## src/rtl/ringbuf_rx_deframer.sv

```systemverilog
// Serial deframer: hunts for SYNC_PATTERN on strobed rxda, then packs FRAME_WORDS words into an output FIFO.
// Latency: last (or parity) bit sampled at edge N -> FIFO write at N+1 -> data_valid after N+1.
// Backpressure: valid/ready drain; a push into a full FIFO without a pop is dropped and sets sticky overflow.
// Optional parity bit per word: define RINGBUF_RX_PARITY_EN.

module ringbuf_rx_fifo #(
  parameter int W     = 8,
  parameter int DEPTH = 4
) (
  input  logic         clock,
  input  logic         reset,
  input  logic         push,
  input  logic [W-1:0] push_dat,
  input  logic         pop,
  output logic [W-1:0] head,
  output logic         not_empty,
  output logic         full
);
  localparam int AW = $clog2(DEPTH);

  logic [W-1:0]  mem [DEPTH];
  logic [AW-1:0] wr_ptr, rd_ptr;
  logic [AW:0]   count;
  logic          do_push, do_pop;

  assign not_empty = (count != '0);
  assign full      = (count == (AW+1)'(DEPTH));
  assign do_pop    = pop && not_empty;
  // A full FIFO still accepts a push when the head leaves on the same edge.
  assign do_push   = push && (!full || do_pop);
  assign head      = not_empty ? mem[rd_ptr] : '0;

  always_ff @(posedge clock or negedge reset) begin
    if (!reset) begin
      wr_ptr <= '0;
      rd_ptr <= '0;
      count  <= '0;
    end else begin
      if (do_push) wr_ptr <= wr_ptr + AW'(1);
      if (do_pop)  rd_ptr <= rd_ptr + AW'(1);
      if (do_push && !do_pop)      count <= count + (AW+1)'(1);
      else if (do_pop && !do_push) count <= count - (AW+1)'(1);
    end
  end

  always_ff @(posedge clock) begin
    if (do_push) mem[wr_ptr] <= push_dat;
  end
endmodule

module ringbuf_rx_deframer #(
  parameter int                  WORD_WIDTH   = 8,
  parameter logic [WORD_WIDTH-1:0] SYNC_PATTERN = 8'hA5,
  parameter int                  FRAME_WORDS  = 4,
  parameter int                  FIFO_DEPTH   = 4
) (
  input  logic                  clock,
  input  logic                  reset,
  input  logic                  rxda,
  input  logic                  outstrobe,
  output logic [WORD_WIDTH-1:0] data_out,
  output logic                  data_valid,
  input  logic                  data_ready,
  output logic                  parity_err,
  output logic                  locked,
  output logic                  overflow
);
  localparam int BW = $clog2(WORD_WIDTH + 1);
  localparam int CW = $clog2(FRAME_WORDS + 1);
`ifdef RINGBUF_RX_PARITY_EN
  localparam int FW = WORD_WIDTH + 1;
`else
  localparam int FW = WORD_WIDTH;
`endif

  // LAST: final word's push is pending; sampling already behaves as HUNT.
  typedef enum logic [1:0] {HUNT, DATA, PARITY, LAST} state_t;

  state_t                state, state_nxt;
  logic [WORD_WIDTH-1:0] hunt_reg, hunt_nxt, hunt_shift;
  logic [WORD_WIDTH-1:0] word_reg, word_nxt, word_shift;
  logic [BW-1:0]         bit_cnt, bit_nxt;
  logic [CW-1:0]         word_cnt, wcnt_nxt;
  logic                  push_pend, push_nxt;
  logic [FW-1:0]         push_dat, pdat_nxt, done_dat;
  logic                  word_done;
  logic [FW-1:0]         fifo_head;
  logic                  fifo_full;

  assign hunt_shift = {hunt_reg[WORD_WIDTH-2:0], rxda};
  assign word_shift = {word_reg[WORD_WIDTH-2:0], rxda};

  always_comb begin
    state_nxt = state;
    hunt_nxt  = hunt_reg;
    word_nxt  = word_reg;
    bit_nxt   = bit_cnt;
    wcnt_nxt  = word_cnt;
    push_nxt  = 1'b0;
    pdat_nxt  = push_dat;
    word_done = 1'b0;
    done_dat  = '0;
    case (state)
      HUNT, LAST: begin
        if (state == LAST) state_nxt = HUNT;
        if (outstrobe) begin
          hunt_nxt = hunt_shift;
          if (hunt_shift == SYNC_PATTERN) begin
            state_nxt = DATA;
            bit_nxt   = '0;
            wcnt_nxt  = '0;
          end
        end
      end
      DATA: begin
        if (outstrobe) begin
          word_nxt = word_shift;
          bit_nxt  = bit_cnt + BW'(1);
          if (bit_cnt == BW'(WORD_WIDTH - 1)) begin
            bit_nxt = '0;
`ifdef RINGBUF_RX_PARITY_EN
            state_nxt = PARITY;
`else
            word_done = 1'b1;
            done_dat  = word_shift;
`endif
          end
        end
      end
      PARITY: begin
`ifdef RINGBUF_RX_PARITY_EN
        if (outstrobe) begin
          word_done = 1'b1;
          done_dat  = {^{word_reg, rxda}, word_reg};
        end
`else
        state_nxt = HUNT;
`endif
      end
      default: state_nxt = HUNT;
    endcase
    if (word_done) begin
      push_nxt = 1'b1;
      pdat_nxt = done_dat;
      wcnt_nxt = word_cnt + CW'(1);
      if (word_cnt == CW'(FRAME_WORDS - 1)) begin
        state_nxt = LAST;
        hunt_nxt  = '0;
      end
    end
  end

  always_ff @(posedge clock or negedge reset) begin
    if (!reset) state <= HUNT;
    else        state <= state_nxt;
  end

  always_ff @(posedge clock or negedge reset) begin
    if (!reset) begin
      hunt_reg  <= '0;
      word_reg  <= '0;
      bit_cnt   <= '0;
      word_cnt  <= '0;
      push_pend <= 1'b0;
      push_dat  <= '0;
      overflow  <= 1'b0;
    end else begin
      hunt_reg  <= hunt_nxt;
      word_reg  <= word_nxt;
      bit_cnt   <= bit_nxt;
      word_cnt  <= wcnt_nxt;
      push_pend <= push_nxt;
      push_dat  <= pdat_nxt;
      if (push_pend && fifo_full && !data_ready) overflow <= 1'b1;
    end
  end

  ringbuf_rx_fifo #(.W(FW), .DEPTH(FIFO_DEPTH)) u_fifo (
    .clock     (clock),
    .reset     (reset),
    .push      (push_pend),
    .push_dat  (push_dat),
    .pop       (data_ready),
    .head      (fifo_head),
    .not_empty (data_valid),
    .full      (fifo_full)
  );

  assign locked = (state != HUNT);

`ifdef RINGBUF_RX_PARITY_EN
  assign data_out   = fifo_head[WORD_WIDTH-1:0];
  assign parity_err = fifo_head[WORD_WIDTH];
`else
  assign data_out   = fifo_head;
  assign parity_err = 1'b0;
`endif
endmodule

```

## config.mk

```make
export PLATFORM = sky130hd
export DESIGN_NAME = ringbuf_rx_deframer
export DESIGN_NICKNAME = d
export VERILOG_FILES = /design/src/rtl/ringbuf_rx_deframer.sv
export SDC_FILE = /design/constraint.sdc
export NUM_CORES = 1
export LEC_CHECK = 0
export ABC_AREA = 1
export CAP_MARGIN = 20
export CORE_MARGIN = 2
export CORE_UTILIZATION = 55
export CTS_BUF_LIST = sky130_fd_sc_hd__clkbuf_4 sky130_fd_sc_hd__clkbuf_8
export CTS_CLUSTER_SIZE = 24
export DETAILED_ROUTE_END_ITERATION = 16
export GPL_ROUTABILITY_DRIVEN = 0
export PLACE_DENSITY = 0.74
export SYNTH_ARGS = -nofsm -noshare
export SYNTH_HDL_FRONTEND = slang
export SYNTH_HIERARCHICAL = 1
export SYNTH_SLANG_ARGS = --single-unit
```

## constraint.sdc

```tcl
create_clock -name clock -period 2.5 [get_ports clock]
set_clock_uncertainty 0.1 [all_clocks]
set_input_delay 0.5 -clock clock [delete_from_list [all_inputs] [get_ports clock]]
set_output_delay 0.5 -clock clock [all_outputs]
set_load 0.02 [all_outputs]
```

==> results.md, run 1 <==
Run status:
- The flow ran to the end, and the final reports show no timing, DRC or antenna violations.

Die:
- During I/O placement, the number of pins put on the boundary was 17.
- The die is 82.7 um wide.
- The starting density of the core is 57.2%.
- The die covers 0.00684 mm2.
- The core region is 0.00596 mm2.
- The die extent in y is 82.7 um.
- The number of rows created at floorplan is 28.

Cells and area:
- The most frequent standard cell in the layout excluding fill and tap cells is sky130_fd_sc_hd__nand2_1.
- The register with the most flip-flops in the layout has 32 of them.
- The fraction of final layout cells sized beyond drive strength 1 is 11.4%.
- In the layout the commonest cells are sky130_fd_sc_hd__nand2_1 (118), sky130_fd_sc_hd__inv_1 (66), sky130_fd_sc_hd__dfrtp_1 (40).
- More flip-flops sit in one register than any other, and that register is u_fifo/mem.
- The growth of design area from synthesis to finish is 14.5%.
- The repair_antennas step left the layout with diodes totalling 0.
- The final standard cell count with taps included and fillers excluded is 478.
- The net count of the finished layout is 416.
- The largest registers in the layout are u_fifo/mem (32), push_dat (8).

Setup path:
- By startpoint and endpoint, the worst setup path is classified as flop to output port.
- The required arrival time at the worst endpoint is 1.90 ns.
- The sort of element at the start of the critical path is a flop.
- Data arrives at the worst endpoint at 1.67 ns.
- The element type at the critical path end is an output port.
- Along the worst path, the maximum fanout reaches 10.

Power and ir drop:
- Power spread over the standard cell area amounts to 723 mW/mm2.
- The worst IR drop on VDD is 0.513 mV.
- For this design the static power due to leakage is 0.00195 uW.

Place:
- After legalization and detailed placement, the total HPWL measured 4.05 mm.
- In this run, placement finished with an instance count of 462.
- In this run the tool buffered the top-level ports with 15 buffer cells.

Clock network:
- In this run the number of H-tree levels came out at 3.
- After clock tree synthesis, the clock-pin slew on the worst setup and hold paths is 0.07 ns.
- The number of sinks driven by the clock tree is 72.
- After clock tree synthesis, the setup repair step added 0 buffers.
- The longest clock path from root to sink contains 2 buffers.
- Buffers inserted to repair hold after CTS numbered 0.
- The CTS buffer count is 9.
- The clock reaches the later pin of the worst-skew pair after 0.34 ns.
- The cell chosen for the clock root is sky130_fd_sc_hd__clkbuf_8.
- TritonCTS built the clock tree.

Route:
- Across all layers, the routed design uses 2339 vias.
- The count of nets left with antenna violations once routing finished came out at 0.
- The uppermost layer routed is met4.
- The DRC violation count after routing is 0.
- Dividing the detail-routed wire length by the instance count gives 12.3 um.
- The number of optimization iterations in the first detailed-route pass is 4.
- The number of DRC markers in iteration 0 is 76.
- For this block, the routed nets add up to 5.90 mm of wire.
- In the routed layout, each cell is associated on average with a via count of 4.89.
- The met1 wire length is 2.65 mm.
- The routed design uses 2.91 mm of met2 wire.
- Wire segments on met3 add up to 288 um in the final route.

Synth:
- The synthesized netlist occupies a cell area of 0.00340 mm2.
- The number of library cell types mapped by synthesis is 31.
- The sequential cell area fraction in the yosys report is 57.6%.
- The number of storage elements in the synthesis netlist is 72.
- The cell count after synthesis came out at 369.
- The synthesized net count is 387.
- For this run, the number of Yosys warnings is 6.
- The per-instance average area after synthesis is 9.23 um2.

Timing:
- The upper clock frequency limit is 0.441 GHz.
- The number of setup violations in the final report is 0.
- Setup repair after global routing left no endpoint under its margin.
- The final critical-path required period is 2.27 ns.
- The count of final max-slew check failures is 0.
- The number of endpoints with negative hold slack in the final report came to 0.
- Setup total negative slack on the finished layout was measured at 0 ns.
- Dividing the final minimum period by the clock period gives 90.6%.

Job:
- The max-capacitance violation count is 0.

Global routing:
- The via count of the first global-routing pass is 2148.
- The first global-routing pass estimated 9.65 mm of wire.
- The pin count of the biggest net entering global routing is 41.
- The number of antenna violations at the first check in global routing came to 0.
- The total routing usage reported by global routing is 19.4%.
- The residual overflow from global routing is 0.

Hold path:
- The worst min-delay path class is input pin to asynchronous set/reset pin.
## cells by family (layout without fill, tap and decap cells)
| family | count (synthesis) | in the layout | synth area share, % |
|---|---|---|---|
| AO/OA/AOI/OAI | 31 | 31 | 5.18 |
| adder cells (fa/ha/maj) | 13 | 13 | 5.00 |
| AND/OR/NAND/NOR | 171 | 171 | 21.8 |
| flip-flops | 72 | 72 | 57.6 |
| buffers and inverters | 79 | 113 | 9.78 |
| other | 1 | 1 | 0.110 |
| XOR/XNOR | 2 | 2 | 0.515 |
## power by group
group	internal [uW]	switching [uW]	total, uW
Combinational	125	264	390
Sequential	1310	45.5	1360
Clock	654	419	1070
Total	2090	728	2820
## worst paths after layout
kind / from / end / slack (ns) / cells after the start
min in group clock: overflow$_DFFE_PN0P_ / overflow$_DFFE_PN0P_ / 0.38 / 1
max reg2reg: u_fifo/count[0]$_DFFE_PN0P_ / u_fifo/count[2]$_DFFE_PN0P_ / 0.51 / 10
max: u_fifo/rd_ptr[0]$_DFFE_PN0P_ / data_out[0] / 0.23 / 5
max in group asynchronous: reset / word_cnt[1]$_DFFE_PN0P_ / 1.84 / 2
min reg2reg: overflow$_DFFE_PN0P_ / overflow$_DFFE_PN0P_ / 0.38 / 1
min: reset / hunt_reg[6]$_DFF_PN0_ / 0.10 / 2
## through the flow
stage          utilization (%)  worst slack [ns]  total power, uW  hold slack (ns)  cell area [um2]
2_1_floorplan                -             0.558             1660            0.104             3400
3_3_place_gp              61.4             0.126             1750            0.359             3650
3_5_place_dp              61.4            0.0848             1770            0.365             3650
4_1_cts                   65.2          0.000471             2850            0.114             3880
5_1_grt                   65.4             0.148             2970            0.128             3900
6_report                  65.4             0.235             2820            0.104             3900
## cell usage after synthesis
library cell / instances / share of area (%)
sky130_fd_sc_hd__nand2_1: 118 / 13
sky130_fd_sc_hd__inv_1: 68 / 7.5
sky130_fd_sc_hd__dfrtp_1: 40 / 29
sky130_fd_sc_hd__edfxtp_1: 32 / 28
sky130_fd_sc_hd__nand3_1: 29 / 4.3
sky130_fd_sc_hd__ha_1: 12 / 4.4
sky130_fd_sc_hd__o21ai_0: 11 / 1.6
sky130_fd_sc_hd__nor2_1: 10 / 1.1
sky130_fd_sc_hd__a21oi_1: 9 / 1.3
sky130_fd_sc_hd__o21ai_1: 5 / 0.73
sky130_fd_sc_hd__inv_2: 4 / 0.44
sky130_fd_sc_hd__o21ai_2: 4 / 1.0
sky130_fd_sc_hd__buf_6: 3 / 0.99
sky130_fd_sc_hd__nand2_2: 3 / 0.55
sky130_fd_sc_hd__buf_4: 2 / 0.44
sky130_fd_sc_hd__nand3_2: 2 / 0.59
sky130_fd_sc_hd__nand4_1: 2 / 0.37
sky130_fd_sc_hd__xnor2_1: 2 / 0.51
sky130_fd_sc_hd__a21oi_2: 1 / 0.26
sky130_fd_sc_hd__clkbuf_4: 1 / 0.22
sky130_fd_sc_hd__conb_1: 1 / 0.11
sky130_fd_sc_hd__fa_1: 1 / 0.59
sky130_fd_sc_hd__inv_4: 1 / 0.18
sky130_fd_sc_hd__nand2_4: 1 / 0.33
sky130_fd_sc_hd__nand3_4: 1 / 0.51
sky130_fd_sc_hd__nand3b_1: 1 / 0.22
sky130_fd_sc_hd__nor2_2: 1 / 0.18
sky130_fd_sc_hd__nor2_4: 1 / 0.33
sky130_fd_sc_hd__nor3_1: 1 / 0.15
sky130_fd_sc_hd__o21bai_1: 1 / 0.22
sky130_fd_sc_hd__or2_2: 1 / 0.18
## critical path: stages, from the launching register on
cell and delay [ns]:
sky130_fd_sc_hd__dfrtp_1 0.42, sky130_fd_sc_hd__buf_4 0.19, sky130_fd_sc_hd__nand2_1 0.09, sky130_fd_sc_hd__nand3_1 0.08
sky130_fd_sc_hd__a21oi_1 0.19, sky130_fd_sc_hd__dlygate4sd2_1 0.35
## metal layers
metal | GRT usage, % | vias up
met3 | 7.39 | 7
met2 | 32.3 | 48
li1 | - | 1209
met1 | 23.0 | 1075
met5 | 0 | -
met4 | 6.72 | 0
## area by class of cell
cell class | instances | area (um2)
Clock inverter | 7 | 110
Tap cell | 75 | 93.8
Multi-Input combinational cell | 218 | 1110
Sequential cell | 72 | 1960
Timing Repair Buffer | 24 | 221
Clock buffer | 9 | 124
Inverter | 73 | 277
Fill cell | 488 | 2060
## repair_timing
item                       in CTS  in global routing
pin swaps                       0                  0
hold endpoints to repair        0                  0
setup endpoints to repair       8                  5
resized for setup               5                  5
No activity file was read; power rests on OpenSTA's default activity.
==> inputs of run 2 (changes only) <==
--- a/config.mk
+++ b/config.mk
@@ -6,14 +6,14 @@
 export NUM_CORES = 1
 export LEC_CHECK = 0
 export ABC_AREA = 1
-export CAP_MARGIN = 20
 export CORE_MARGIN = 2
 export CORE_UTILIZATION = 55
 export CTS_BUF_LIST = sky130_fd_sc_hd__clkbuf_4 sky130_fd_sc_hd__clkbuf_8
 export CTS_CLUSTER_SIZE = 24
 export DETAILED_ROUTE_END_ITERATION = 16
+export DONT_BUFFER_PORTS = 1
 export GPL_ROUTABILITY_DRIVEN = 0
-export PLACE_DENSITY = 0.74
+export PLACE_DENSITY = 0.7
 export SYNTH_ARGS = -nofsm -noshare
 export SYNTH_HDL_FRONTEND = slang
 export SYNTH_HIERARCHICAL = 1
==> run 2 against run 1 <==
Net effect: sequential power barely moved; power fell by 4.5%; critical path type unchanged; count of clock-buffer cells in the layout rose by 2; critical path depth fell by 1; register-to-register slack got worse by 0.10 ns.
==> results.md, run 2 (synthesis results as in run 1) <==
Run status:
- The flow ran to the end, and the final reports show no timing, DRC or antenna violations.

Clock network:
- The number of resized instances in the post-cts repair step is 0 (-5).
- The number of sinks driven by the clock tree is 72 (unchanged).
- The H-tree level count is 3 (unchanged).
- The CTS buffer count is 9 (unchanged).
- The latest clock arrival within the worst-skew pair was 0.33 ns (about the same).
- The buffer levels on the longest clock path is 2 (unchanged).
- The post-CTS setup repair buffer count is 0 (unchanged).
- The cts-stage hold buffer count was 2 (+2).
- The clock transition at the register clock pins on the worst setup and hold paths after CTS is 0.08 ns (about the same).
- The cell chosen for the clock root is sky130_fd_sc_hd__clkbuf_8.
- TritonCTS built the clock tree.

Die:
- The die extent in y is 82.7 um (unchanged).
- The number of rows created at floorplan is 28 (unchanged).
- The core region area is 0.00596 mm2 (unchanged).
- The starting density of the core is 57.2% (unchanged).
- The count of pins on the block boundary is 17 (unchanged).
- The horizontal die dimension was 82.7 um (unchanged).
- The die outline area came to 0.00684 mm2 (unchanged).

Route:
- The number of DRC markers in iteration 0 came to 124 (+63%).
- The number of nets with antenna violations after routing was 0 (unchanged).
- The total vias in the final route is 2232 (-4.6%).
- The wire length per cell after detailed routing is 11.5 um (-7.1%).
- The total detailed-routing wirelength came to 5.30 mm (-10%).
- The number of optimization iterations in the first detailed-route pass is 4 (unchanged).
- The DRC violation count after routing was 0 (unchanged).
- The via-per-instance ratio was 4.83 (-1.3%).

Power and ir drop:
- The worst IR drop on VDD is 0.559 mV (+8.8%).
- The total leakage power came to 0.00178 uW (-8.6%).
- The total power of the final layout came to 2690 uW (-4.5%).
- The power density of the placed cells is 722 mW/mm2 (-0.21%).

Place:
- The number of placed cells counting well taps is 444 (-3.9%).
- The detailed placement HPWL was 3.67 mm (-9.3%).
- The count of input and output buffers is 0 (-15).
- The minimum setup slack after placement came to 0.413 ns (+0.328 ns).

Cells and area:
- The total area of multi-input combinational cells is 0.00111 mm2 (unchanged).
- The number of nets in the layout is 400 (-3.8%).
- Relative to the synthesized area, the layout overhead comes to 9.52%.
- The final standard cell count with taps included and fillers excluded is 462 (-3.3%).
- The final core utilization was 62.6% (-2.8 points).
- In the layout the commonest cells are sky130_fd_sc_hd__nand2_1 (118), sky130_fd_sc_hd__inv_1 (68), sky130_fd_sc_hd__dfrtp_1 (40).
- The register with the most flip-flops in the final layout is u_fifo/mem.
- The diode insertion count for antenna repair was 0 (unchanged).
- The fraction of final layout cells sized beyond drive strength 1 was 10.6% (-0.82 points).
- The largest registers in the layout are u_fifo/mem (32), push_dat (8).
- The fill cell total of the finished layout is 499 (+2.3%).
- The register area is 0.00196 mm2 (unchanged).
- The number of flip-flops in the largest register is 32 (unchanged).
- The most frequent standard cell in the layout excluding fill and tap cells is sky130_fd_sc_hd__nand2_1.

Hold path:
- The worst min-delay path class is input pin to flop.
- The hold-critical path depth is 1.
- The endpoint of the worst hold path is overflow$_DFFE_PN0P_.
- The worst hold path begins at data_ready.

Timing:
- The number of setup violations in the final report is 0 (unchanged).
- The final critical-path required period came to 2.36 ns (+0.0904 ns).
- The final worst setup slack came to 0.144 ns (-0.0904 ns).
- The upper clock frequency limit is 0.425 GHz (-3.8%).
- Setup repair after global routing left no endpoint under its margin.
- The final sum of negative setup slack is 0 ns (unchanged).
- The final cycle utilization of the critical path is 94.2% (+3.6 points).
- The number of endpoints with negative hold slack in the final report is 0 (unchanged).
- The count of final max-slew check failures is 0 (unchanged).

Job:
- The max-capacitance violation count is 0 (unchanged).

Setup path:
- The element type at the critical path end is an output port.
- The worst register-to-register path ends at u_fifo/count[2]$_DFFE_PN0P_.
- The sort of element at the start of the critical path is a flop.
- The path depth of the worst reg2reg path is 10 (unchanged).
- The top fanout value on the critical path came to 8 (-2).
- The required arrival time at the worst endpoint is 1.90 ns (about the same).
- The flop-to-flop setup slack was 0.41 ns (-0.10 ns).
- The path type of the worst setup path is flop to output port.
- The worst register-to-register path begins at u_fifo/count[0]$_DFFE_PN0P_.
- The worst path arrival time is 1.76 ns (+0.09 ns).

Global routing:
- The residual overflow from global routing is 0 (unchanged).
- The total routing usage reported by global routing is 18.0% (-1.4 points).
- The via count of the first global-routing pass is 2020 (-6.0%).
- The number of antenna violations at the first check in global routing is 0 (unchanged).
- The pin count of the biggest net entering global routing came to 41 (unchanged).
- The wire length of the first global-routing pass is 9.02 mm (-6.6%).
## run 2: cell types whose count changed in the layout (fill, tap and decap cells not counted), moves of 2 or more
| cell | delta |
|---|---|
| sky130_fd_sc_hd__inv_1 | +2 |
| sky130_fd_sc_hd__dlygate4sd2_1 | -3 |
| sky130_fd_sc_hd__inv_2 | -2 |
| sky130_fd_sc_hd__clkbuf_4 | +2 |
| sky130_fd_sc_hd__clkdlybuf4s50_1 | -6 |
| sky130_fd_sc_hd__buf_4 | -3 |
| sky130_fd_sc_hd__dlymetal6s2s_1 | -5 |
## run 2: layout make-up
type                       count  share of cell area (%)
tap                           75                    2.52
multi-input combinational    218                    29.8
clock buffer                  11                    3.72
inverter                      73                    7.42
timing repair buffer           8                    2.01
clock inverter                 5                    1.95
sequential                    72                    52.6
## run 2: where the power goes
| part | switching, uW | internal, uW |
|---|---|---|
| logic | 251 | 109 |
| registers | 44.9 | 1310 |
| clock network | 398 | 576 |
| total | 694 | 2000 |
## run 2: layer usage
metal  wire length [um]  vias up  global-route usage [%]  part of all wire [%]
met3                257        6                    5.87                   4.8
li1                   -     1181                       -                     -
met4                 73        0                    7.70                   1.4
met2               2530       48                    30.4                    48
met1               2440      997                    21.1                    46
met5                  0        -                       0                     0
## run 2: through the flow
step | hold WS [ns] | area, um2
2_1_floorplan | 0.104 | 3400
3_3_place_gp | 0.105 | 3490
3_5_place_dp | 0.105 | 3490
4_1_cts | 0.145 | 3730
5_1_grt | 0.139 | 3730
6_report | 0.154 | 3730
## run 2: worst max path at each step
stage / startpoint / to / slack (ns) / cells after the start
global route: u_fifo/count[0]$_DFFE_PN0P_ / data_out[4] / 0.03 / 4
global placement: u_fifo/count[0]$_DFFE_PN0P_ / u_fifo/count[2]$_DFFE_PN0P_ / 0.46 / 10
CTS: u_fifo/count[0]$_DFFE_PN0P_ / data_out[4] / 0.10 / 4
detailed placement: u_fifo/count[0]$_DFFE_PN0P_ / u_fifo/count[2]$_DFFE_PN0P_ / 0.41 / 10
floorplan: u_fifo/count[0]$_DFFE_PN0P_ / u_fifo/count[2]$_DFFE_PN0P_ / 0.56 / 10
finish: u_fifo/count[0]$_DFFE_PN0P_ / data_out[4] / 0.14 / 4
## run 2: worst max-delay path: stages, from the launching register on
cell	delay, ns
sky130_fd_sc_hd__dfrtp_1	0.43
sky130_fd_sc_hd__nor2_1	0.09
sky130_fd_sc_hd__nand2_1	0.24
sky130_fd_sc_hd__inv_1	0.23
sky130_fd_sc_hd__a21oi_1	0.44
==> inputs of run 3 (changes only) <==
--- a/config.mk
+++ b/config.mk
@@ -14,6 +14,7 @@
 export DONT_BUFFER_PORTS = 1
 export GPL_ROUTABILITY_DRIVEN = 0
 export PLACE_DENSITY = 0.7
+export SETUP_SLACK_MARGIN = 0.3
 export SYNTH_ARGS = -nofsm -noshare
 export SYNTH_HDL_FRONTEND = slang
 export SYNTH_HIERARCHICAL = 1
==> run 3 against run 2 <==
Net effect: combinational power barely moved; register-to-register slack better by 0.05 ns; global-route usage rose by 0.21 points; worst hold slack gained 0.0025 ns; critical endpoint unchanged; largest cell class unchanged; sequential share of layout area shrank 1.4 points; cell count grew 0.22%.
==> results.md, run 3 (synthesis results as in run 1) <==
Setup path:
- The path depth of the worst reg2reg path was 10 (unchanged).
- The element type at the critical path end is an output port.
- The critical path's slowest cell is sky130_fd_sc_hd__dfrtp_2.
- The worst setup path is launched from a flop.
- The top fanout value on the critical path is 8 (unchanged).
- The delay of the slowest cell on the worst path is 0.44 ns (about the same).
- The required arrival time at the worst endpoint came to 1.90 ns (about the same).
- The flop-to-flop setup slack was 0.46 ns (+0.05 ns).
- The critical path buffer and inverter count is 2 (+1).
- The largest delay contributor family on the critical path is flip-flops.
- The path type of the worst setup path is flop to output port.
- The critical path goes through nor2_1 > nand2_2 > clkinvlp_4 > buf_6 > a21oi_4.
- The critical path depth is 5 (+1).
- The worst path arrival time is 1.51 ns (-0.25 ns).

Clock network:
- The tree is rooted in a sky130_fd_sc_hd__clkbuf_8.
- The latest clock arrival within the worst-skew pair is 0.33 ns (about the same).
- The number of sinks driven by the clock tree came to 72 (unchanged).
- The H-tree level count was 3 (unchanged).
- The CTS tree is yes.
- The clock transition at the register clock pins on the worst setup and hold paths after CTS came to 0.07 ns (about the same).
- The CTS buffer count is 9 (unchanged).
- The buffer levels on the longest clock path is 2 (unchanged).

Route:
- The number of optimization iterations in the first detailed-route pass is 4 (unchanged).
- The via-per-instance ratio came to 4.80 (-0.66%).
- The number of DRC markers in iteration 0 was 148 (+19%).
- The wire length per cell after detailed routing is 11.7 um (+1.6%).
- The total detailed-routing wirelength was 5.40 mm (+1.9%).
- The number of nets with antenna violations after routing is 0 (unchanged).
- The total vias in the final route is 2222 (-0.45%).
- The detailed route wirelength on metal3 is 249 um (-3.1%).
- The met1 wire length is 2.50 mm (+2.6%).
- The highest metal layer carrying signal wires in the routed design is met4.
- The DRC violation count after routing is 0 (unchanged).
- The sum of met2 wire segment lengths after detailed routing came to 2.58 mm (+1.8%).

Cells and area:
- The largest registers in the layout are u_fifo/mem (32), push_dat (8).
- The fraction of final layout cells sized beyond drive strength 1 is 14.2% (+3.6 points).
- The final core utilization is 64.5% (+1.8 points).
- The number of nets in the layout is 401 (+0.25%).
- The number of flip-flops in the largest register came to 32 (unchanged).
- Leaving out fill and tap cells, the most frequent cells in the layout are sky130_fd_sc_hd__nand2_1 (116), sky130_fd_sc_hd__inv_1 (67), sky130_fd_sc_hd__dfrtp_1 (37).
- More flip-flops sit in one register than any other, and that register is u_fifo/mem.
- The final standard cell count with taps included and fillers excluded was 463 (+0.22%).
- Compared with the post-synthesis result, the final layout area differs by 12.8%.
- The diode insertion count for antenna repair is 0 (unchanged).
- The most frequent standard cell in the layout excluding fill and tap cells is sky130_fd_sc_hd__nand2_1.

Global routing:
- The residual overflow from global routing was 0 (unchanged).
- The total routing usage reported by global routing is 18.2% (+0.21 points).
- The pin count of the biggest net entering global routing is 41 (unchanged).
- The number of antenna violations at the first check in global routing is 0 (unchanged).
- The wire length of the first global-routing pass is 9.11 mm (+1.0%).
- The via count of the first global-routing pass is 2038 (+0.89%).

Die:
- The die outline area is 0.00684 mm2 (unchanged).
- The starting density of the core came to 57.2% (unchanged).
- The core region area came to 0.00596 mm2 (unchanged).
- The count of pins on the block boundary was 17 (unchanged).
- The die extent in y is 82.7 um (unchanged).
- The number of rows created at floorplan was 28 (unchanged).
- The horizontal die dimension is 82.7 um (unchanged).

Place:
- The count of input and output buffers is 0 (unchanged).
- The detailed placement HPWL came to 3.67 mm (unchanged).
- The number of placed cells counting well taps is 444 (unchanged).

Timing:
- The count of final max-slew check failures was 0 (unchanged).
- Setup repair after global routing left no endpoint under its margin.
- The final cycle utilization of the critical path came to 84.5% (-9.8 points).
- The number of endpoints with negative hold slack in the final report is 0 (unchanged).
- The worst hold slack was 0.157 ns (+0.00246 ns).
- The upper clock frequency limit came to 0.474 GHz (+12%).
- The number of setup violations in the final report is 0 (unchanged).
- The final sum of negative setup slack came to 0 ns (unchanged).
- The final critical-path required period came to 2.11 ns (-0.244 ns).

Power and ir drop:
- The total power of the final layout was 2690 uW (-0.16%).
- The power density of the placed cells is 700 mW/mm2 (-3.0%).
- The total leakage power is 0.00178 uW (about the same).
- The worst IR drop on VDD was 0.559 mV (about the same).

Job:
- The max-capacitance violation count is 0 (unchanged).

Run status:
- The run finished with clean final reports.

Hold path:
- The path class of the tightest hold or removal check is input pin to flop.
- The hold-critical path depth is 1 (unchanged).
==> run 3: cell count changes in the layout (fill, tap and decap cells not counted), sizes merged <==
cell / delta
inv: -1
clkinvlp: +1
buf: +1
==> run 3: stage by stage <==
| stage | setup slack [ns] | cell area, um2 |
|---|---|---|
| final | 0.388 | 3840 |
| after global routing | 0.309 | 3840 |
| after CTS | 0.287 | 3780 |
| after detailed placement | 0.413 | 3490 |
| after global placement | 0.463 | 3490 |
| after floorplan | 0.558 | 3400 |
==> run 3: routing by layer <==
layer / GRT usage [%] / vias to the layer above
met1: 21.4 / 989
met2: 30.8 / 44
met4: 7.70 / 0
li1: - / 1183
met5: 0 / -
met3: 5.87 / 6
==> run 3: worst paths after layout <==
kind                                        startpoint                      endpoint
setup / recovery           u_fifo/count[0]$_DFFE_PN0P_                   data_out[4]
hold / removal                              data_ready          overflow$_DFFE_PN0P_
setup reg to reg           u_fifo/count[0]$_DFFE_PN0P_   u_fifo/count[2]$_DFFE_PN0P_
hold reg to reg                word_reg[2]$_DFFE_PN0P_       word_reg[2]$_DFFE_PN0P_
max in group asynchronous                        reset  u_fifo/rd_ptr[0]$_DFFE_PN0P_
min in group asynchronous                        reset  u_fifo/wr_ptr[1]$_DFFE_PN0P_
==> run 3: cell type report <==
| class | count | area (um2) |
|---|---|---|
| inverter | 73 | 280 |
| timing repair buffer | 9 | 86.3 |
| multi-input combinational | 218 | 1200 |
| tap | 75 | 93.8 |
| fill | 489 | 2120 |
| clock inverter | 5 | 72.6 |
| clock buffer | 11 | 139 |
| sequential | 72 | 1970 |
==> run 3: timing repair <==
item / CTS / global route
endpoints found under the hold margin: 40 / 0
buffers inserted: 1 / 0
setup endpoints to repair: 8 / 9
hold buffers: 2 / 0
pin swaps: 0 / 0
resized for setup: 11 / 11
==> run 3: where the power goes <==
| group | internal, uW | total, uW | switching (uW) |
|---|---|---|---|
| clock network | 576 | 970 | 394 |
| registers | 1310 | 1360 | 44.9 |
| logic | 109 | 360 | 251 |
| total | 2000 | 2690 | 690 |
